### config.mk
export PLATFORM = sky130hd
export DESIGN_NAME = als_disp_ctrl
export DESIGN_NICKNAME = d
export VERILOG_FILES = /design/src/rtl/als_disp_ctrl.sv
export SDC_FILE = /design/constraint.sdc
export NUM_CORES = 1
export LEC_CHECK = 0
export ABC_AREA = 1
export ABC_CLOCK_PERIOD_IN_PS = 1700
export CAP_MARGIN = 20
export CORE_ASPECT_RATIO = 2
export CORE_UTILIZATION = 58
export DETAILED_ROUTE_END_ITERATION = 12
export MAX_ROUTING_LAYER = met4
export PLACE_DENSITY_LB_ADDON = 0.08
export SYNTH_ARGS = -nofsm -noshare
export SYNTH_HDL_FRONTEND = slang
export SYNTH_SLANG_ARGS = --single-unit
### constraint.sdc
create_clock -name clk -period 1.7 [get_ports clk]
set_input_delay 0.255 -clock clk [delete_from_list [all_inputs] [get_ports clk]]
set_output_delay 0.255 -clock clk [all_outputs]
set_load 0.02 [all_outputs]
### src/rtl/als_disp_ctrl.sv
// Ambient-light display update controller: saturates a binary sample to 9999, converts it
// to packed BCD with a serial double-dabble engine, then holds the result against flicker.
module als_disp_ctrl #(
  parameter int DATA_W   = 8,
  parameter int HOLD_CYC = 10_000_000
) (
  input  logic              clk,
  input  logic              rst_n,
  input  logic [DATA_W-1:0] smp_data,
  input  logic              smp_valid,
  output logic              smp_ready,
  output logic [15:0]       disp_data,
  output logic              disp_upd
);

  localparam int CMP_W  = (DATA_W > 14) ? DATA_W : 14;
  localparam int CNT_W  = $clog2(DATA_W + 1);
  localparam int HOLD_W = (HOLD_CYC > 0) ? $clog2(HOLD_CYC + 1) : 1;
  localparam logic [CNT_W-1:0]  LAST_BIT  = CNT_W'(DATA_W - 1);
  localparam logic [HOLD_W-1:0] HOLD_LOAD = HOLD_W'((HOLD_CYC > 0) ? HOLD_CYC - 1 : 0);

  typedef enum logic [1:0] {IDLE, CONV, HOLD} state_t;

  state_t              state;
  logic [CNT_W-1:0]    bit_cnt;
  logic [HOLD_W-1:0]   hold_cnt;
  logic [DATA_W-1:0]   shift_reg;
  logic [15:0]         scratch;
  logic [15:0]         scr_adj;
  logic [15:0]         scr_nxt;
  logic                xfer;

  // Compare is widened so an 8..13-bit sample can never spuriously clamp.
  function automatic logic [DATA_W-1:0] sat_9999(input logic [DATA_W-1:0] d);
    logic [CMP_W-1:0] wide;
    wide = CMP_W'(d);
    if (wide > CMP_W'(9999))
      return DATA_W'(9999);
    return d;
  endfunction

  function automatic logic [15:0] add3(input logic [15:0] s);
    logic [15:0] r;
    r = s;
    for (int n = 0; n < 4; n++)
      if (s[n*4 +: 4] >= 4'd5)
        r[n*4 +: 4] = s[n*4 +: 4] + 4'd3;
    return r;
  endfunction

  assign xfer    = (state == IDLE) && smp_ready && smp_valid;
  assign scr_adj = add3(scratch);
  assign scr_nxt = {scr_adj[14:0], shift_reg[DATA_W-1]};

  // Conversion datapath: no reset needed, it is reloaded on every transfer.
  always_ff @(posedge clk) begin
    if (xfer) begin
      shift_reg <= sat_9999(smp_data);
      scratch   <= '0;
    end else if (state == CONV) begin
      shift_reg <= shift_reg << 1;
      scratch   <= scr_nxt;
    end
  end

  always_ff @(posedge clk or negedge rst_n) begin
    if (!rst_n) begin
      state     <= IDLE;
      smp_ready <= 1'b0;
      disp_upd  <= 1'b0;
      disp_data <= 16'h0000;
      bit_cnt   <= '0;
      hold_cnt  <= '0;
    end else begin
      disp_upd <= 1'b0;
      case (state)
        IDLE: begin
          if (!smp_ready) begin
            smp_ready <= 1'b1;
          end else if (smp_valid) begin
            smp_ready <= 1'b0;
            bit_cnt   <= '0;
            state     <= CONV;
          end
        end
        CONV: begin
          bit_cnt <= bit_cnt + 1'b1;
          if (bit_cnt == LAST_BIT) begin
            disp_data <= scr_nxt;
            disp_upd  <= 1'b1;
            if (HOLD_CYC > 0) begin
              hold_cnt <= HOLD_LOAD;
              state    <= HOLD;
            end else begin
              smp_ready <= 1'b1;
              state     <= IDLE;
            end
          end
        end
        HOLD: begin
          if (hold_cnt == '0) begin
            smp_ready <= 1'b1;
            state     <= IDLE;
          end else begin
            hold_cnt <= hold_cnt - 1'b1;
          end
        end
        default: state <= IDLE;
      endcase
    end
  end

endmodule

# ---- Yosys cells after proc, flatten, opt, wreduce, memory -nomap -nowiden
# Index checks and enable logic that the tools add are counted.
dict set report word_totals {
  romBits 0
  out_inout_bits 18
  input_bits 11
  n_memories 0
  ram_bits 0
  latchBits 0
  regBits 72
}
dict set report op_classes {
  n_bitwise 0
  magnitude_cmp 4
  n_div 0
  n_shift 0
  mux 23
  n_addsub 6
  n_reduce_logical 13
  eq_ne 8
  mul 0
}
# operator n
set ops {}
lappend ops {{two-way mux 24 bit} 2}
lappend ops {{one-hot mux 24 bit (2 select lines)} 1}
lappend ops {{logical NOT 24 bit} 1}
lappend ops {{subtractor 24 x 1 -> 24 bit (second input constant)} 1}
lappend ops {{two-way mux 4 bit} 5}
lappend ops {{greater-or-equal comparator 4 x 3 -> 1 bit (second input constant)} 4}
lappend ops {{two-way mux 8 bit} 2}
lappend ops {{adder 4 x 2 -> 4 bit (second input constant)} 3}
lappend ops {{two-way mux 2 bit} 4}
lappend ops {{inequality test 2 bit (second input constant)} 4}
lappend ops {{one-hot mux 4 bit (2 select lines)} 1}
lappend ops {{nonzero test 2 bit} 4}
lappend ops {{one-hot mux 2 bit (3 select lines)} 1}
lappend ops {{AND reduction 3 bit} 2}
lappend ops {{two-way mux 1 bit} 5}
lappend ops {{adder 4 x 1 -> 4 bit (second input constant)} 1}
lappend ops {{equality test 4 x 3 -> 1 bit (second input constant)} 1}
lappend ops {{AND reduction 2 bit} 2}
lappend ops {{AND reduction 4 bit} 1}
lappend ops {{adder 3 x 2 -> 3 bit (second input constant)} 1}
lappend ops {{two-way mux 3 bit} 1}
lappend ops {{equality test 2 x 1 -> 1 bit (second input constant)} 1}
lappend ops {{equality test 2 bit (second input constant)} 1}
lappend ops {{logical AND 1 bit} 2}
lappend ops {{other kinds (3)} 3}

# ---- Depth between registers and ports, before layout
dict set report logic_depth {
  word_depth 4
  mapped_depth 10
}

# ---- Worst setup path before layout
# Ideal clock, no wire load.
dict set report synth_path {
  kind {register -> register}
  from {reg smp_ready}
  to {reg shift_reg[5] (data pin)}
  arrival_ns 1.254
  setup_slack_ns 0.186
  stages_incl_launch_ff 4
  path_buffers 1
  setup_ns 0.260
  synth_period_minus_slack_ns 1.514
  path_cell_list {dfrtp_1 -> nand3_1 -> buf_2 -> mux2_2}
}
dict set report synth_between {
  elab_chain_len 3
}
# element line
set synth_rtl {}
lappend synth_rtl {{from (decl)} 11} ;# output logic smp_ready,
lappend synth_rtl {{from (signal assigned)} 69} ;# smp_ready <= 1'b0;
lappend synth_rtl {{from (signal assigned)} 79} ;# smp_ready <= 1'b1;
lappend synth_rtl {{from (signal assigned)} 81} ;# smp_ready <= 1'b0;
lappend synth_rtl {{logical AND 1 bit (2 in a row)} 51} ;# assign xfer = (state == IDLE) && smp_ready && smp_valid;
lappend synth_rtl {{two-way mux 8 bit} 57} ;# if (xfer) begin
lappend synth_rtl {{to (signal assigned)} 58} ;# shift_reg <= sat_9999(smp_data);
lappend synth_rtl {{to (signal assigned)} 61} ;# shift_reg <= shift_reg << 1;
lappend synth_rtl {{to (decl)} 27} ;# logic [DATA_W-1:0] shift_reg;
# Every way passes these cells.
# A chain may end at the register's enable or synchronous reset.

# ---- Worst setup path after layout
dict set report layout_path {
  from {reg hold_cnt[8]}
  to {reg hold_cnt[15]}
}
dict set report layout_between {
  elab_chain_len 3
  elab_cells_between_ends 6
}
# element line
set layout_rtl {}
lappend layout_rtl {{from (decl)} 26} ;# logic [HOLD_W-1:0] hold_cnt;
lappend layout_rtl {{from (signal assigned)} 105} ;# hold_cnt <= hold_cnt - 1'b1;
lappend layout_rtl {{subtractor 24 x 1 -> 24 bit or logical NOT 24 bit (tied branches)} {105, 101}}
lappend layout_rtl {{two-way mux 24 bit or inequality test 2 bit (tied branches)} n/a}
lappend layout_rtl {{one-hot mux 24 bit (2 select lines) or AND reduction 3 bit (tied branches)} n/a}
# Several ways; a longest one is shown, not always the timed one. The select of a mux whose other input is x is not followed.

==> impl_metrics.py <==
metrics = {
    "logic_synthesis": {
        "synth_compound_area_share_pct": 10.4,
        "ys_warn_count": 0,
        "synth-seq-area-share_pct": 47.8,
        "ys_ff_latch": 72,
        "synth_nets": 482,
        "synthMuxAreaShare_pct": 2.14,
        "syn_avg_cell_area_um2": 8.01,
        "synth_fa_ha_area_share_pct": 3.73,
        "synth_area_um2": 3690,
        "syn-instance-count": 460,
        "synth-simple-area-share_pct": 26.2,
        "synth_cell_types": 30,
        "synth_top_family_by_area": "simple AND/OR/NAND/NOR gates",
        "synth_xor_xnor_area_share_pct": 2.85,
    },
    "global_route": {
        "grt_util_met1_pct": 29.1,
        "grt_antenna_before_repair": 0,
        "grt_pass1_vias": 3417,
        "grt_pass1_wl_um": 15500,
        "busiest_layer": "met2",
        "met3_usage_pct": 6.97,
        "track_usage_pct": 33.0,
        "grt_start_max_net_pins": 49,
        "grt_overflow_total": 0,
        "grtUsageMet2_pct": 57.9,
    },
    "sta": {
        "hold_violations": 0,
        "skew_ps": 4.63,
        "hold_slack_ps": 431,
        "rsz0062_at_grt": "true",
        "clock.fmax_mhz": 620,
        "finalSetupTns_ps": 0,
        "finalCritPeriodShare_pct": 94.8,
        "min_period_ps": 1610,
        "finalWorstSetupSlack_ps": 87.8,
        "drv_slew": 0,
        "worst_pin_slew_ps": 364,
        "slew-limit-headroom_pct": 75.5,
        "finalSetupViolCount": 0,
    },
    "placed_design": {
        "place.gp.congestion": 0.970,
        "placedCellCount": 597,
        "place_hpwl_um": 6870,
        "io_buffers": 28,
        "dpl_cell_area_um2": 4340,
        "post-place-ws_ps": -45.8,
    },
    "route": {
        "viasPerCell": 5.43,
        "ant_nets": 0,
        "dr.first_iter.drc_count": 187,
        "vias": 3354,
        "dr.pass1.iters": 4,
        "drc": 0,
        "wire_per_inst_um": 15.5,
        "wirelength_um": 9580,
    },
    "cells_and_area": {
        "final_area_um2": 4770,
        "n_antenna_cell": 0,
        "instances_no_fill": 618,
        "final_common_cell": "nand2_1",
        "nets": 551,
        "layout_common_cells": "nand2_1 (121), o21ai_0 (49), dfrtp_1 (48), inv_1 (46), nand3_1 (40)",
        "drive_gt1_share_pct": 16.7,
        "top_register": "hold_cnt",
        "syn_to_final_growth_pct": 29.5,
        "largest_reg_flops": 24,
        "final_util_pct": 78.8,
        "largestRegisters": "hold_cnt x24, disp_data x16, scratch x16",
    },
    "power": {
        "comb_power_share_pct": 1.3,
        "total_leakage_power_nw": 2.27,
        "seq_power_share_pct": 44.4,
        "power_density_nw_per_um2": 818,
        "power.switching_mw": 0.720,
        "vdd_drop_max_v": 0.000748,
        "power.share.switching_pct": 18.4,
        "clkPwrFrac_pct": 54.3,
        "p_total_mw": 3.90,
        "intPower_mw": 3.18,
    },
    "worst_setup_path": {
        "endpoint_kind": "register",
        "cp.required_ps": 1910,
        "rr_startpoint": "hold_cnt[8]",
        "reg2reg_slack_ps": 90,
        "cp.arrival_ps": 1820,
        "max_stage_delay_ps": 480,
        "startpoint_type": "register",
        "crit_cells": 9,
        "crit_chain": "nor2_1 > nand2_1 > nor2_4 > nand3_4 > nand2_4 > buf_12 > buf_4 > o21ai_0 > nand3_1",
        "rr_worst_depth": 9,
        "worst-path-buf-inv": 2,
        "crit_fanout": 9,
        "path_delay_family": "simple AND/OR/NAND/NOR gates",
        "crit_type": "reg2reg",
        "rr_endpoint": "hold_cnt[15]",
        "worst_path_max_delay_cell": "dfrtp_1",
    },
    "floorplan": {
        "row_count": 40,
        "die-area_um2": 6700,
        "die_x_um": 58.4,
        "die_height_um": 115,
        "ios": 29,
        "initial_core_util_pct": 60.9,
        "coreArea_um2": 6060,
    },
    "clock_network": {
        "root_buffer": "clkbuf_16",
        "clock_latency_ps": 330,
        "clk_pin_slew_worst_paths_ps": 60,
        "cts_max_level": 3,
        "cts_tree": "yes",
        "cts_buffers": 9,
        "clock-sinks": 72,
        "cts_buffer_depth": 2,
    },
    "worst_hold_path": {
        "hold_class": "in2async",
    },
    "run_status": {
        "outcome": "complete, no violations",
    },
    "flow_run": {
        "maxCapViolCount": 0,
    },
}
==> cell usage after synthesis <==
library cell  number  share of area [%]
o21ai_1            2               0.27
inv_1             49                5.0
a21oi_4            1               0.44
buf_2              6               0.81
nand3_4            1               0.48
or2_2              1               0.17
nand3_1           41                5.6
o22ai_1            7                1.2
xor2_1            12                2.9
o221ai_1           1               0.24
a21oi_1            9                1.2
nor2_2             3               0.51
mux2_2             7                2.1
nand2_1          121                 12
dfxtp_1           16                8.7
nand2_2            2               0.34
nor2_4             1               0.31
nor2_1            46                4.7
inv_2              1               0.10
clkbuf_1           3               0.31
nor2_8             1               0.54
nand4_1            6                1.0
clkinv_1           1               0.10
ha_1              11                3.7
edfxtp_1           8                6.5
dfrtp_1           48                 33
nor3_1             2               0.27
o21a_1             1               0.20
o21ai_0           50                6.8
buf_6              2               0.61
==> power groups by stage <==
stage / clock network [mW] / logic, mW / registers [mW]
after detailed placement: 0 / 0.0526 / 1.76
after CTS: 2.15 / 0.0545 / 1.73
after global routing: 2.19 / 0.0589 / 1.73
after floorplan: 0 / 0.00114 / 1.76
final: 2.12 / 0.0526 / 1.73
after global placement: 0 / 0.0512 / 1.76
==> worst min-delay path: stages <==
cell	delay, ps
dlygate4sd3_1	520
buf_2	120
buf_12	260
==> routing by layer <==
layer  wire length [um]  part of all wire (%)
met5                  0                     0
met1               3280                    34
met3                292                   3.0
met4                692                   7.2
met2               5310                    55
==> kinds of logic after synthesis <==
family                   Yosys count
adder cells (fa/ha/maj)           11
multiplexers                       7
flip-flops                        72
XOR/XNOR                          12
AND/OR/NAND/NOR                  225
buffers and inverters             62
AO/OA/AOI/OAI                     71
==> area by class of cell <==
| type | instances | area (um2) |
|---|---|---|
| Clock buffer | 10 | 229 |
| Clock inverter | 6 | 108 |
| Fill cell | 436 | 1280 |
| Inverter | 51 | 191 |
| Multi-Input combinational cell | 326 | 1730 |
| Sequential cell | 72 | 1760 |
| Tap cell | 84 | 105 |
| Timing Repair Buffer | 69 | 648 |
==> worst max path at each step <==
stage / from / endpoint / slack (ps)
after floorplan: smp_ready / shift_reg[5] / 190
after global placement: hold_cnt[1] / hold_cnt[17] / -40
after detailed placement: hold_cnt[0] / hold_cnt[5] / -50
after CTS: hold_cnt[1] / hold_cnt[15] / 10
after global routing: hold_cnt[7] / hold_cnt[16] / -10
final: hold_cnt[8] / hold_cnt[15] / 90
==> repair_timing <==
| action | 4_1_cts | 5_1_grt |
|---|---|---|
| gates resized for setup | 3 | 19 |
| setup buffers | 0 | 4 |
| setup endpoints to repair | 16 | 25 |
| pin swaps | 0 | 3 |
| hold buffers | 1 | 0 |
| endpoints found under the hold margin | 48 | 0 |
Power figures use the tool's default switching activity.
